`src/rtl/div_iter.sv`:
```
// Iterative restoring divider back end for 32-bit MIPS DIV/DIVU.
// The caller supplies the dividend magnitude, the divisor already aligned
// left by cnt, and the sign-fix flags. One quotient bit is produced per
// RUN edge, and the signs are applied on the final FIX edge.
//
//  state | meaning
//  IDLE  | waiting for start; outputs hold the last result
//  RUN   | one shift/subtract step per edge, cnt+1 edges in total
//  FIX   | apply the sign corrections, register quot/rem, pulse done
module div_iter (
    input  logic        clk,
    input  logic        rst,
    input  logic        start,
    input  logic [31:0] a,
    input  logic [31:0] shiftb,
    input  logic [4:0]  cnt,
    input  logic        neg_q,
    input  logic        neg_r,
    output logic [31:0] quot,
    output logic [31:0] rem,
    output logic        busy,
    output logic        done,
    output logic        div_zero
);

    typedef enum logic [1:0] {
        IDLE = 2'd0,
        RUN  = 2'd1,
        FIX  = 2'd2
    } state_t;

    state_t      state;
    logic [31:0] q_reg;
    logic [31:0] r_reg;
    logic [31:0] d_reg;
    logic [4:0]  k;
    logic        nq;
    logic        nr;

    // Sequencer and datapath: every output is registered, and done defaults low so it lasts one cycle.
    always_ff @(posedge clk or negedge rst) begin
        if (!rst) begin
            state    <= IDLE;
            q_reg    <= 32'd0;
            r_reg    <= 32'd0;
            d_reg    <= 32'd0;
            k        <= 5'd0;
            nq       <= 1'b0;
            nr       <= 1'b0;
            quot     <= 32'd0;
            rem      <= 32'd0;
            busy     <= 1'b0;
            done     <= 1'b0;
            div_zero <= 1'b0;
        end else begin
            done <= 1'b0;
            case (state)
                IDLE: begin
                    if (start) begin
                        busy  <= 1'b1;
                        r_reg <= a;
                        q_reg <= 32'd0;
                        if (shiftb != 32'd0) begin
                            d_reg    <= shiftb;
                            k        <= cnt;
                            nq       <= neg_q;
                            nr       <= neg_r;
                            div_zero <= 1'b0;
                            state    <= RUN;
                        end else begin
                            // Divide by zero skips the iteration and reports the raw dividend as the remainder.
                            d_reg    <= 32'd0;
                            k        <= 5'd0;
                            nq       <= 1'b0;
                            nr       <= 1'b0;
                            div_zero <= 1'b1;
                            state    <= FIX;
                        end
                    end
                end
                RUN: begin
                    if (r_reg >= d_reg) begin
                        r_reg <= r_reg - d_reg;
                        q_reg <= {q_reg[30:0], 1'b1};
                    end else begin
                        q_reg <= {q_reg[30:0], 1'b0};
                    end
                    d_reg <= d_reg >> 1;
                    if (k == 5'd0) begin
                        state <= FIX;
                    end else begin
                        k <= k - 5'd1;
                    end
                end
                FIX: begin
                    quot  <= nq ? (32'd0 - q_reg) : q_reg;
                    rem   <= nr ? (32'd0 - r_reg) : r_reg;
                    done  <= 1'b1;
                    busy  <= 1'b0;
                    state <= IDLE;
                end
                default: begin
                    state <= IDLE;
                end
            endcase
        end
    end

endmodule
```
`config.mk`:
```
export PLATFORM = sky130hd
export DESIGN_NAME = div_iter
export DESIGN_NICKNAME = d
export VERILOG_FILES = /design/src/rtl/div_iter.sv
export SDC_FILE = /design/constraint.sdc
export NUM_CORES = 1
export LEC_CHECK = 0
export ABC_AREA = 1
export CORE_MARGIN = 2
export CORE_UTILIZATION = 57
export DETAILED_ROUTE_END_ITERATION = 7
export PLACE_DENSITY = 0.93
export SYNTH_ARGS = -nofsm -noshare
export SYNTH_HDL_FRONTEND = slang
export SYNTH_SLANG_ARGS = --single-unit
```
`constraint.sdc`:
```
create_clock -name clk -period 2.7 [get_ports clk]
set_input_delay 0.405 -clock clk [delete_from_list [all_inputs] [get_ports clk]]
set_output_delay 0.405 -clock clk [all_outputs]
set_load 0.01 [all_outputs]
```
# Word-level counts from Yosys, hierarchy flattened

Cells that the tools add are included.
Widths: inputs -> output; s select.

Register bits after elaboration: 172
Latch bits: 0
Memory bits (writable): 0
ROM bits: 0
Input port bits: 74
Output and inout bits: 67
Logic and storage cells: 59
Memories: 0

Add/sub/neg operators: 4
Multiply operators: 0
Divide/modulo/power cells: 0
$lt $le $gt $ge: 1
Equal/unequal tests: 6
Shift operators: 0
Mux-type cells: 25
Bitwise logic cells: 0
Reduce and logical (&&, ||, !) cells: 11

Operator list:

| operator              | count |
|---|---|
| $mux 32               | 7 |
| $pmux 32 s2           | 3 |
| $sub 1x32->32 const A | 2 |
| $ge 32x32->1          | 1 |
| $reduce_bool 32->1    | 1 |
| $sub 32x32->32        | 1 |
| $mux 5                | 3 |
| $pmux 5 s2            | 1 |
| $ne 2x2->1 const B    | 4 |
| $reduce_and 2->1      | 4 |
| $mux 1                | 6 |
| $mux 2                | 3 |
| $reduce_and 3->1      | 2 |
| $logic_not 5->1       | 1 |
| $sub 5x1->5 const B   | 1 |
| $pmux 2 s2            | 1 |
| $reduce_bool 2->1     | 2 |
| $eq 2x1->1 const B    | 1 |
| $eq 2x2->1 const B    | 1 |
| $logic_not 2->1       | 1 |
| $pmux 1 s2            | 1 |

# Depth between registers and ports, before layout

Gate-level depths: netlist (run 1).

Word-level depth: 4
Gate-level depth with buffers: 17
Depth with buffers taken out: 17

# Worst setup path after synthesis (run 1)

Ideal clock, no wire load.

Path type: flip-flop to flip-flop
From: register r_reg[0]
To: register r_reg[0]
Setup time: 0.117 ns
Arrival: 1.999 ns
Data required time: 2.583 ns
Setup slack: 0.584 ns
Cell stages (with the launch flop): 17
Path buffers: 1
Clock period less this slack: 2.116 ns
Cells stage by stage: dfrtp_1 > inv_1 > ha_1 > fa_1 > inv_1 > nand3_1 > nand3_2 > nand2_1 > nand2_1 > nand2_1 > nand3_1 > nand2_1 > nand2_2 > nand2_4 > buf_2 > nand3_1 > nand2_1

Word-level cells in the longest chain between the ends: 3
Elaborated cells between the ends (all ways): 6
Classes of those cells: add/sub (1); order compare (1); eq/ne (1); mux (2); reduce/logical (1)

Ends and longest elaborated chain:

| element                                         | line   | source |
|---|---|---|
| start: declaration                              | 34     | `logic [31:0] r_reg;` |
| start signal: assignment                        | 83     | `r_reg <= r_reg - d_reg;` |
| $sub 32x32->32 or $ge 32x32->1 (tied branches)  | 83, 82 |  |
| $mux 32 or $ne 2x2->1 (tied branches)           | --     |  |
| $pmux 32 s2 or $reduce_and 3->1 (tied branches) | --     |  |

Several ways; a longest one is shown, not always the timed one. The select of a mux whose other input is x is not followed.
A chain may end at the register's enable or synchronous reset.

# Final worst setup path (run 1)

From: register r_reg[0]
To: register r_reg[31]

Same word-level chain as after synthesis.

==> results of run 1 <==
power by group:
part | total, mW | internal [mW] | leakage, nW | switching [mW]
combinational | 13.6 | 4.97 | 4.56 | 8.62
sequential | 4.81 | 3.78 | 2.18 | 1.03
clock | 2.31 | 1.27 | 0.255 | 1.05
Yosys cell counts, drive strengths merged (24+ instances only):
| cell | number |
|---|---|
| a21oi | 46 |
| nor2 | 134 |
| o22ai | 31 |
| dfrtp | 172 |
| inv | 235 |
| xor2 | 39 |
| nand2 | 533 |
| o221ai | 28 |
| ha | 36 |
| o21ai | 76 |
| nand3 | 158 |
| clkbuf | 36 |
| buf | 24 |
per-stage QoR:
stage               utilization, %  instance area, sq um  power (mW)  hold WS, ps
finish                       69.57                 13500       20.72       -22.50
global route                 69.57                 13500       22.52        22.74
CTS                          69.45                 13470       20.35        8.293
detailed placement           66.63                 12920       17.92        459.6
global placement             66.63                 12920       17.46        454.2
floorplan                        -                 11230       14.10        109.4
layout make-up:
type,instances,share of cell area [%]
inverter,235,6.546
tap,265,2.457
clock buffer,18,3.180
timing repair buffer,162,12.02
multi-input combinational,1164,43.04
sequential,172,31.89
clock inverter,13,0.8715
worst paths after layout:
| kind | startpoint | end | depth (start not counted) |
|---|---|---|---|
| worst max-delay path | r_reg[0]$_DFFE_PN0P_ | r_reg[31]$_DFFE_PN0P_ | 16 |
| worst min-delay path | rst | quot[4]$_DFFE_PN0P_ | 1 |
| worst max register to register | r_reg[0]$_DFFE_PN0P_ | r_reg[31]$_DFFE_PN0P_ | 16 |
| worst min register to register | quot[21]$_DFFE_PN0P_ | quot[21]$_DFFE_PN0P_ | 2 |
| max in group asynchronous | rst | r_reg[12]$_DFFE_PN0P_ | 2 |
| min in group clk | quot[21]$_DFFE_PN0P_ | quot[21]$_DFFE_PN0P_ | 2 |
logic make-up (layout without fill, tap and decap cells):
| family | count (synthesis) | after routing |
|---|---|---|
| xor+xnor | 44 | 44 |
| buf+inv | 295 | 428 |
| simple gates | 879 | 879 |
| compound gates | 204 | 204 |
| flops | 172 | 172 |
| fa+ha+maj | 37 | 37 |
layer usage:
layer  track usage, %  wire (microns)  vias to the layer above
met5                0               0                        -
met4            12.57            1002                        0
met3            4.669            2549                       77
met2            52.51           15230                      513
met1            38.85           12430                     5221
li1                 -               -                     5488
==> flow_metrics.env, run 1 <==
export IMPL_status="finished with violations"
export IMPL_failed_checks="hold timing"
export IMPL_synth_seq_cells=172
export IMPL_grt_pass1_wl_microns=50140
export IMPL_finalCritPeriodShare_pct=90.34
export IMPL_start_util_pct=57.90
export IMPL_rows=51
export IMPL_routed_wl_microns=31210
export IMPL_synth_cells=1631
export IMPL_place_congestion=1.013
export IMPL_worst_pin_slew_ps=785.9
export IMPL_finalSetupViolations=0
export IMPL_final_net_count=1863
export IMPL_grt_max_degree=71
export IMPL_antenna_found_initial=0
export IMPL_antennaDiodeCount=0
export IMPL_dr_pass1_iters=7
export IMPL_synth_edf_count=0
export IMPL_yosys_most_used_dff="dfrtp_1"
export IMPL_layout_min_cycle_time_ps=2439
export IMPL_cts_hold_buffers_added=0
export IMPL_die_w_microns=144.4
export IMPL_cts_htree_levels=4
export IMPL_rsz0062_at_grt="no"
export IMPL_cts_tree="done"
export IMPL_yosysTopAreaCell="dfrtp_1"
export IMPL_crit_buf_inv=3
export IMPL_post_cts_setup_buffers=0
export IMPL_port_buffers=140
export IMPL_yosysSeqAreaShare_pct=38.32
export IMPL_final_cells=2029
export IMPL_grt_ovfl_total=0
export IMPL_synth_compound_area_share_pct=11.01
export IMPL_cts_root_buf="clkbuf_16"
export IMPL_async_flop_share_pct=100.0
export IMPL_postRouteAntennaNets=0
export IMPL_clock_fmax_ghz=0.4100
export IMPL_r2r_slack_ps=260
export IMPL_die_area_sq_um=20840
export IMPL_cp_top_family="simple AND/OR/NAND/NOR gates"
export IMPL_max_clock_path_buffers=2
export IMPL_boundaryPins=141
export IMPL_place_inst=1998
export IMPL_synth_top_cell_area_share_pct=38.32
export IMPL_powerDensity_nw_per_um2=1535
export IMPL_p_leak_nw=6.990
export IMPL_routed_via_density=5.569
export IMPL_fin_ws_ps=260.9
export IMPL_avgSynthCellArea_sq_um=6.887
export IMPL_insertion_delay_ps=440
export IMPL_crit_arrival_ps=2760
export IMPL_slew_headroom_pct=47.12
export IMPL_numCtsBuffers=17
export IMPL_area_growth_pct=20.15
export IMPL_cpMaxStageDelayCell="fa_2"
export IMPL_syn_nets=1742
export IMPL_yosys_warnings=0
export IMPL_fillCellCount=1594
export IMPL_synth_area_sq_um=11230
export IMPL_pre_cts_slack_ps=199.0
export IMPL_synth_cell_types=42
export IMPL_critPathKind="reg2reg"
export IMPL_drive_above_1_share_pct=4.932
export IMPL_dp_hpwl_microns=23930
export IMPL_regArea_sq_um=4304
export IMPL_num_vias=11299
export IMPL_core_sq_um=19400
export IMPL_crit_path_cell_trace="inv_1 -> ha_1 -> fa_2 -> inv_1 -> nand3_1 -> nand3_2 -> nand2_1 -> nand2_1 -> nand2_1 -> nand3_1 -> nand2_1 -> nand2_2 -> nand2_8 -> buf_6 -> nand3_1 -> nand2_1"
export IMPL_synth_top_family_by_area="simple AND/OR/NAND/NOR gates"
export IMPL_slew_violations=0
export IMPL_peakVddDrop_mv=0.7763
export IMPL_synthAdderAreaFrac_pct=4.188
export IMPL_cap_violations=0
export IMPL_synth_area_top_cells="dfrtp_1, nand2_1, inv_1"
export IMPL_end_kind="flip-flop"
export IMPL_cp_data_required_time_ps=3020
export IMPL_cts_resized_gates=0
export IMPL_hold_viol=13
export IMPL_layout_commonest_cell="nand2_1"
export IMPL_die_h_microns=144.4
export IMPL_cts_sinks=172
export IMPL_grt_pass1_vias=10419
export IMPL_synthSimpleGateAreaFrac_pct=32.88
export IMPL_start_kind="flip-flop"
export IMPL_synthMuxAreaShare_pct=0
export IMPL_avgRoutedWirePerCell_microns=15.38
export IMPL_fin_skew_ps=11.02
export IMPL_crit_path_frequent_cell="nand2_1"
export IMPL_max_stage_delay_ps=360
export IMPL_hold_path_class="in2async"
export IMPL_clk_pin_slew_worst_paths_ps=70
export IMPL_synthXorXnorAreaFrac_pct=3.431
export IMPL_layout_common_cells="nand2_1, inv_1, dfrtp_1, nand3_1, clkdlybuf4s50_1"
export IMPL_multi_input_comb_area_sq_um=5808
export IMPL_drt_iter0_markers=1159
export IMPL_route_detailed_drc=0
export IMPL_whs_ps=-22.50
export IMPL_tns_ps=0
export IMPL_cp_max_fo=18
export IMPL_grt_usage_pct=30.63
No activity file was read; power rests on OpenSTA's default activity.
==> inputs of run 2 (changes only) <==
Settings changed: CTS_CLUSTER_DIAMETER set to 50.
==> results of run 2 <==
Final layout, timing and power as in run 1 (identical DEF).
==> inputs of run 3 (changes only) <==
Settings changed: CAP_MARGIN set to 20.
==> results of run 3 <==
Final layout, timing and power as in run 1 (identical DEF).
